--- src/rtl/spi_txn_scheduler.sv ---
// Command/response scheduler in front of an SPI master: issues one frame per
// command, captures recvData on CS rise, enforces an inter-frame gap and a watchdog.
module spi_txn_scheduler #(
  parameter int DATA_WIDTH     = 32,
  parameter int GAP_CYCLES     = 4,
  parameter int TIMEOUT_CYCLES = 1024
) (
  input  logic                  clk,
  input  logic                  rst,
  input  logic                  cmd_valid,
  output logic                  cmd_ready,
  input  logic [DATA_WIDTH-1:0] cmd_data,
  output logic                  rsp_valid,
  input  logic                  rsp_ready,
  output logic [DATA_WIDTH-1:0] rsp_data,
  output logic                  rsp_timeout,
  output logic                  spi_sendStart,
  output logic [DATA_WIDTH-1:0] spi_sendData,
  input  logic                  spi_cs,
  input  logic [DATA_WIDTH-1:0] spi_recvData
);

  localparam int WD_W = $clog2(TIMEOUT_CYCLES);
  localparam logic [WD_W-1:0] WD_LAST  = WD_W'(TIMEOUT_CYCLES - 1);
  localparam logic [7:0]      GAP_LAST = 8'(GAP_CYCLES - 1);

  typedef enum logic [2:0] {
    IDLE,
    WAIT_CS_LO,
    BUSY,
    DONE,
    GAP,
    RESP
  } state_t;

  state_t          state;
  logic            csMeta;
  logic            csSync;
  logic [WD_W-1:0] wdCnt;
  logic [7:0]      gapCnt;

  always_ff @(posedge clk) begin
    if (rst) begin
      state         <= IDLE;
      cmd_ready     <= 1'b0;
      rsp_valid     <= 1'b0;
      rsp_data      <= '0;
      rsp_timeout   <= 1'b0;
      spi_sendStart <= 1'b0;
      spi_sendData  <= '0;
      csMeta        <= 1'b1;
      csSync        <= 1'b1;
      wdCnt         <= '0;
      gapCnt        <= '0;
    end else begin
      csMeta <= spi_cs;
      csSync <= csMeta;
      case (state)
        IDLE: begin
          if (cmd_valid && cmd_ready) begin
            spi_sendData  <= cmd_data;
            spi_sendStart <= 1'b1;
            cmd_ready     <= 1'b0;
            wdCnt         <= '0;
            state         <= WAIT_CS_LO;
          end else begin
            cmd_ready <= 1'b1;
          end
        end
        WAIT_CS_LO: begin
          if (!csSync) begin
            wdCnt <= '0;
            state <= BUSY;
          end else if (wdCnt == WD_LAST) begin
            spi_sendStart <= 1'b0;
            rsp_data      <= '0;
            rsp_timeout   <= 1'b1;
            gapCnt        <= '0;
            state         <= GAP;
          end else begin
            wdCnt <= wdCnt + 1'b1;
          end
        end
        BUSY: begin
          if (csSync) begin
            spi_sendStart <= 1'b0;
            gapCnt        <= '0;
            state         <= DONE;
          end else if (wdCnt == WD_LAST) begin
            spi_sendStart <= 1'b0;
            rsp_data      <= '0;
            rsp_timeout   <= 1'b1;
            gapCnt        <= '0;
            state         <= GAP;
          end else begin
            wdCnt <= wdCnt + 1'b1;
          end
        end
        DONE: begin
          // sendStart is already low here, so DONE counts as the first gap cycle
          rsp_data    <= spi_recvData;
          rsp_timeout <= 1'b0;
          gapCnt      <= 8'd1;
          state       <= GAP;
        end
        GAP: begin
          if (gapCnt >= GAP_LAST) begin
            rsp_valid <= 1'b1;
            state     <= RESP;
          end else if (gapCnt != '1) begin
            gapCnt <= gapCnt + 1'b1;
          end
        end
        RESP: begin
          if (rsp_ready) begin
            rsp_valid <= 1'b0;
            cmd_ready <= 1'b1;
            state     <= IDLE;
          end
        end
        default: state <= IDLE;
      endcase
    end
  end

endmodule

--- config.mk ---
export PLATFORM = sky130hd
export DESIGN_NAME = spi_txn_scheduler
export DESIGN_NICKNAME = d
export VERILOG_FILES = /design/src/rtl/spi_txn_scheduler.sv
export SDC_FILE = /design/constraint.sdc
export NUM_CORES = 1
export LEC_CHECK = 0
export ABC_AREA = 1
export CORE_MARGIN = 4
export CORE_UTILIZATION = 41
export CTS_CLUSTER_SIZE = 24
export DETAILED_ROUTE_END_ITERATION = 12
export PLACE_DENSITY = 0.76
export SLEW_MARGIN = 10
export SYNTH_ARGS = -nofsm -noshare
export SYNTH_HDL_FRONTEND = slang
export SYNTH_SLANG_ARGS = --single-unit
--- constraint.sdc ---
create_clock -name clk -period 1.7 [get_ports clk]
set_clock_uncertainty 0.1 [all_clocks]
set_input_delay 0.34 -clock clk [delete_from_list [all_inputs] [get_ports clk]]
set_output_delay 0.34 -clock clk [all_outputs]
set_load 0.01 [all_outputs]
==> impl_metrics.toml, run 1 <==
[layout]
postLayoutCoreUtil_pct = 64.0
layout.cells.non_filler = 784
fin_area_um2 = 6030
layout-drive-gt1-share_pct = 21.7
diodes = 0
synthToLayoutAreaGrowth_pct = 49.5
fill_cells = 804
nets = 722

[synthesis]
ys_seq_area_share_pct = 45.2
synthTopCellsByArea = "dfxtp_1 (45%), nand2_1 (9.8%), nand2_4 (8.9%)"
yosys_warnings = 0
yosysMostFrequentCell = "nand2_1"
synth_top_area_share_pct = 45.2
synthTopCellsByCount = "nand2_1 (105), nor2_1 (93), dfxtp_1 (91), o21ai_0 (36), nand2_4 (32)"
synth_async_sr_flop_share_pct = 0
syn_avg_cell_area_um2 = 8.12
ys_seq_elements = 91
synth_top_cell_by_area = "dfxtp_1"
synthesis.area_um2 = 4030
synth_ff_type = "dfxtp_1"
synth_edf_count = 0
synth.distinct_cells = 31
syn_nets = 568
synthCells = 497

[power_and_ir_drop]
ir_drop_v = 0.000430
power_density_nw_per_um2 = 877
p_leak_uw = 0.00287
p_total_uw = 5290

[drt]
route.detailed.drc = 0
drt_iter0_markers = 118
vias = 3734
drt-total-wl_um = 10900
avgRoutedWirePerCell_um = 13.9
final_antenna_net_count = 0
vias_per_cell = 4.76
first_pass_iters = 4

[floorplanning]
fp.dieH_um = 107
start_util_pct = 42.8
die_area_um2 = 11500
ios = 137
rows = 35
core_region_area_um2 = 9420
die_w_um = 107

[place]
gp_congestion = 0.901
preCtsSetupSlack_ns = -0.159
placed_cells = 762
dpl_cell_area_um2 = 5640
io_buffers = 136
hpwlAfterDp_um = 7760

[sta]
setup_viol = 0
max_freq_mhz = 600
fin_ws_ns = 0.0339
max_slew_margin_pct = 78.5
period_needed_ns = 1.67
tightest_slew_ns = 0.322
finalMaxSlewViolations = 0
hold_viol = 0
rsz0062_at_grt = "yes"
fin_crit_sh_pct = 98.0

[setup_path]
r2r_start = "wdCnt[4]"
worstPathMaxFanout = 6
reg2reg_depth = 8
cp-end-kind = "flip-flop"
worstPathArrival_ns = 1.80
reg2reg_slack_ns = 0.03
r2r-end = "rsp_data[22]"
critPathLaunchType = "flip-flop"
setup.worst_path.class = "reg2reg"
worstPathRequired_ns = 1.83

[hold_path]
min_to = "rsp_timeout"
hp-class = "in2reg"
hold_depth = 4
holdCritStartpoint = "rst"

[grt]
grt_pass1_wl_um = 17800
overflow = 0
track_usage_pct = 19.0
antenna_found_initial = 0
grt_pass1_vias = 3699
grt_max_degree = 50

[outcome]
status = "finished clean"

[clock_tree]
clock-sinks = 91
cts_tree = "built"
path_clk_slew_ns = 0.09
h-tree-depth = 3
cts_hold_buffers = 0
clockBufferDepth = 2
cts_root_buffer = "clkbuf_8"
clk_latency_ns = 0.35
cts_buffers = 9

[run]
cap_violations = 0
-- stage by stage --
step                TNS, ns  hold WS, ns
floorplan                 0        0.289
global placement     -0.319        0.301
detailed placement    -1.11        0.298
CTS                       0        0.267
global route          -1.02        0.344
finish                    0        0.277
-- state kept, by name (all words and copies together) (netlist names) --
signal         flops
csSync             1
wdCnt             10
cmd_ready          1
gapCnt             8
spi_sendData      32
csMeta             1
rsp_valid          1
rsp_timeout        1
state              3
spi_sendStart      1
rsp_data          32
-- area by class of cell --
| cell class | count | area [um^2] | area share (%) |
|---|---|---|---|
| clock inverters | 6 | 90.1 | 1.49 |
| repair buffers | 166 | 1700 | 28.1 |
| well taps | 129 | 161 | 2.68 |
| multi-input cells | 356 | 2020 | 33.6 |
| inverters | 27 | 106 | 1.76 |
| clock buffers | 9 | 124 | 2.05 |
| flip-flops and latches | 91 | 1830 | 30.3 |
-- metal layers --
layer	wire length, um	vias up	track usage (%)	part of all wire [%]
li1	-	1893	-	-
met1	4520	1749	22.9	42
met2	5820	77	34.0	53
met3	351	15	2.65	3.2
met4	189	0	7.21	1.7
met5	0	-	0	0
-- critical path: stages, from the launching register on --
cell,delay (ns)
dfxtp_2,0.37
nand2_1,0.11
nor2_4,0.16
nand4_1,0.16
nand2_2,0.12
nand3_4,0.18
clkbuf_16,0.24
nand2_4,0.05
a21oi_2,0.04
-- cell usage in the layout (no fill, tap or decap), drive strengths merged, types with 14 or more instances in the layout --
cell,synthesis,routed
nand3,14,14
dlygate4sd2,0,47
dfxtp,91,91
buf,9,28
dlymetal6s2s,0,20
a21oi,49,49
nand2,138,138
nor2,98,98
o21ai,41,41
clkdlybuf4s50,0,68
inv,27,28
-- worst max path at each step --
stage | depth (start not counted) | end | slack (ns) | from
2_1_floorplan | 9 | rsp_data[10] | 0.05 | wdCnt[0]
3_3_place_gp | 8 | wdCnt[5] | -0.12 | cmd_valid
3_5_place_dp | 8 | wdCnt[5] | -0.16 | cmd_valid
4_1_cts | 1 | spi_sendData[17] | 0.0002 | spi_sendData[17]
5_1_grt | 8 | rsp_data[22] | -0.05 | wdCnt[7]
6_report | 8 | rsp_data[22] | 0.03 | wdCnt[4]
-- where the power goes --
part / internal (uW) / switching (uW)
Clock: 826 / 779
Sequential: 2310 / 107
Combinational: 592 / 675
-- kinds of logic after synthesis --
logic type | after synthesis | synth area share, %
AO/OA/AOI/OAI | 92 | 14.3
XOR/XNOR | 2 | 0.434
adder cells (fa/ha/maj) | 2 | 0.620
buffers and inverters | 50 | 6.30
flip-flops | 91 | 45.2
AND/OR/NAND/NOR | 260 | 33.2
-- repair_timing --
item                       CTS  global route
pin swaps                    0             5
setup endpoints to repair   58           103
setup buffers                0             3
resized for setup           49            44
cloned                       0             4
No activity file was read; power rests on OpenSTA's default activity.
==> run 2, diff against run 1 <==
--- a/config.mk
+++ b/config.mk
@@ -7,10 +7,10 @@
 export LEC_CHECK = 0
 export ABC_AREA = 1
 export CORE_MARGIN = 4
-export CORE_UTILIZATION = 41
+export CORE_UTILIZATION = 35
 export CTS_CLUSTER_SIZE = 24
 export DETAILED_ROUTE_END_ITERATION = 12
-export PLACE_DENSITY = 0.76
+export PLACE_DENSITY = 0.67
 export SLEW_MARGIN = 10
 export SYNTH_ARGS = -nofsm -noshare
 export SYNTH_HDL_FRONTEND = slang
==> run 2 against run 1 <==
  * Cell area rose by 1.6%
  * Flip-flop and latch count did not move
  * Critical path depth fell by 7
  * Largest cell class unchanged
  * Sequential power barely moved
  * Worst setup slack got worse by 0.0037 ns
  * Non-clock buffer count rose by 2
  * Hold slack got worse by 0.027 ns
  * First-iteration DRC count rose by 32%
  * Clock-buffer cell count rose by 2
  * Combinational power barely moved
  * Clock power rose by 35%
==> impl_metrics.toml, run 2 (synthesis results as in run 1) <==
[drt]
vias_per_cell = 4.67
vias = 3723
route.detailed.drc = 0
final_antenna_net_count = 0
drt_iter0_markers = 156
first_pass_iters = 4
drt-total-wl_um = 10800
avgRoutedWirePerCell_um = 13.5

[clock_tree]
clockBufferDepth = 2
clk_latency_ns = 0.33
path_clk_slew_ns = 0.06
cts_hold_buffers = 0
h-tree-depth = 3
clock-sinks = 91
cts_buffers = 9
cts_root_buffer = "clkbuf_16"
cts_tree = "built"

[setup_path]
critPathLaunchType = "flip-flop"
setup.worst_path.class = "reg2out"
worstPathMaxFanout = 2
cp-end-kind = "output port"
reg2reg_slack_ns = 0.08
cp_top_family = "buffers and inverters"
path_cells = "clkdlybuf4s50_1"
worstPathArrival_ns = 1.23
crit_slowest_cell = "clkdlybuf4s50_1"
worstPathRequired_ns = 1.26
critPathMaxStageDelay_ns = 0.56
reg2reg_depth = 9
r2r-end = "wdCnt[4]"
r2r_start = "wdCnt[1]"
cp_num_buf_inv = 1

[layout]
final_common_cell = "nand2_1"
synthToLayoutAreaGrowth_pct = 51.8
layout.cells.non_filler = 798
reg_top3 = "rsp_data (32), spi_sendData (32), wdCnt (10)"
layout_common_cells = "nand2_1 (103), clkdlybuf4s50_1 (93), nor2_1 (91)"
nets = 724
fill_cells = 1004
layout-drive-gt1-share_pct = 21.4
diodes = 0
fin_area_um2 = 6120

[hold_path]
min_to = "gapCnt[3]"
hold_depth = 2
hp-class = "in2reg"
holdCritStartpoint = "rst"

[grt]
grt_max_degree = 33
antenna_found_initial = 0
grt_pass1_vias = 3706
track_usage_pct = 16.4
overflow = 0
grt_pass1_wl_um = 17700

[floorplanning]
core_region_area_um2 = 11100
start_util_pct = 36.4
rows = 38
fp.dieH_um = 115
die_area_um2 = 13300
die_w_um = 115
ios = 137

[sta]
max_slew_margin_pct = 64.3
period_needed_ns = 1.67
fin_crit_sh_pct = 98.2
finalMaxSlewViolations = 0
tightest_slew_ns = 0.535
rsz0062_at_grt = "yes"
max_freq_mhz = 599
setup_viol = 0
hold_viol = 0
setup_tns_ns = 0

[power_and_ir_drop]
p_total_uw = 5920
p_leak_uw = 0.00272
ir_drop_v = 0.000655
power_density_nw_per_um2 = 966

[place]
dpl_cell_area_um2 = 5660
gp_congestion = 0.805
io_buffers = 136
placed_cells = 778
hpwlAfterDp_um = 7920

[outcome]
status = "finished clean"

[run]
cap_violations = 0
[run 2: cell count changes in the layout (fill, tap and decap cells not counted), moves of 5 or more]
cell / previous run / this run
clkbuf_8: 9 / 2
clkdlybuf4s50_1: 68 / 93
dlygate4sd2_1: 47 / 31
buf_4: 21 / 26
clkbuf_16: 3 / 10
dlymetal6s2s_1: 20 / 11
[run 2: where the power goes]
group | leakage, uW | switching (uW) | internal, uW
Sequential | 0.000743 | 120 | 2320
Clock | 0.000165 | 818 | 1360
Combinational | 0.00181 | 658 | 641
[run 2: how the worst max path moves through the flow]
stage	depth (start not counted)	end	slack [ns]	start
detailed placement	8	wdCnt[1]	-0.13	cmd_valid
global route	10	rsp_data[31]	-0.009	wdCnt[1]
floorplan	9	rsp_data[10]	0.05	wdCnt[0]
finish	1	spi_sendData[28]	0.03	spi_sendData[28]
global placement	8	wdCnt[5]	-0.12	cmd_valid
CTS	9	rsp_data[21]	0.006	wdCnt[4]
[run 2: metrics by stage]
| stage | utilization, % | hold WS, ns | worst slack, ns |
|---|---|---|---|
| 5_1_grt | 55.3 | 0.260 | -0.00876 |
| 6_report | 55.3 | 0.251 | 0.0302 |
| 3_3_place_gp | 51.1 | 0.300 | -0.119 |
| 2_1_floorplan | - | 0.289 | 0.0548 |
| 4_1_cts | 54.3 | 0.237 | 0.00620 |
| 3_5_place_dp | 51.1 | 0.312 | -0.126 |
[run 2: what timing repair did]
item / 4_1_cts / 5_1_grt
gates resized for setup: 35 / 27
buffers inserted: 1 / 1
pin swaps: 2 / 5
gates cloned: 1 / 1
setup endpoints to repair: 46 / 63
[run 2: layer usage]
layer	share of wire, %	global-route usage (%)
met1	44	20.3
met2	51	28.0
met4	2.1	6.03
met3	3.0	3.37
met5	0	0
[run 2: final cells by class]
class                      instances  area [um^2]  area share [%]
multi-input combinational        356         2000            32.7
sequential                        91         1830            30.0
timing repair buffer             168         1680            27.4
clock buffer                      11          253            4.13
tap                              140          175            2.86
inverter                          27          104            1.70
clock inverter                     5         75.1            1.23
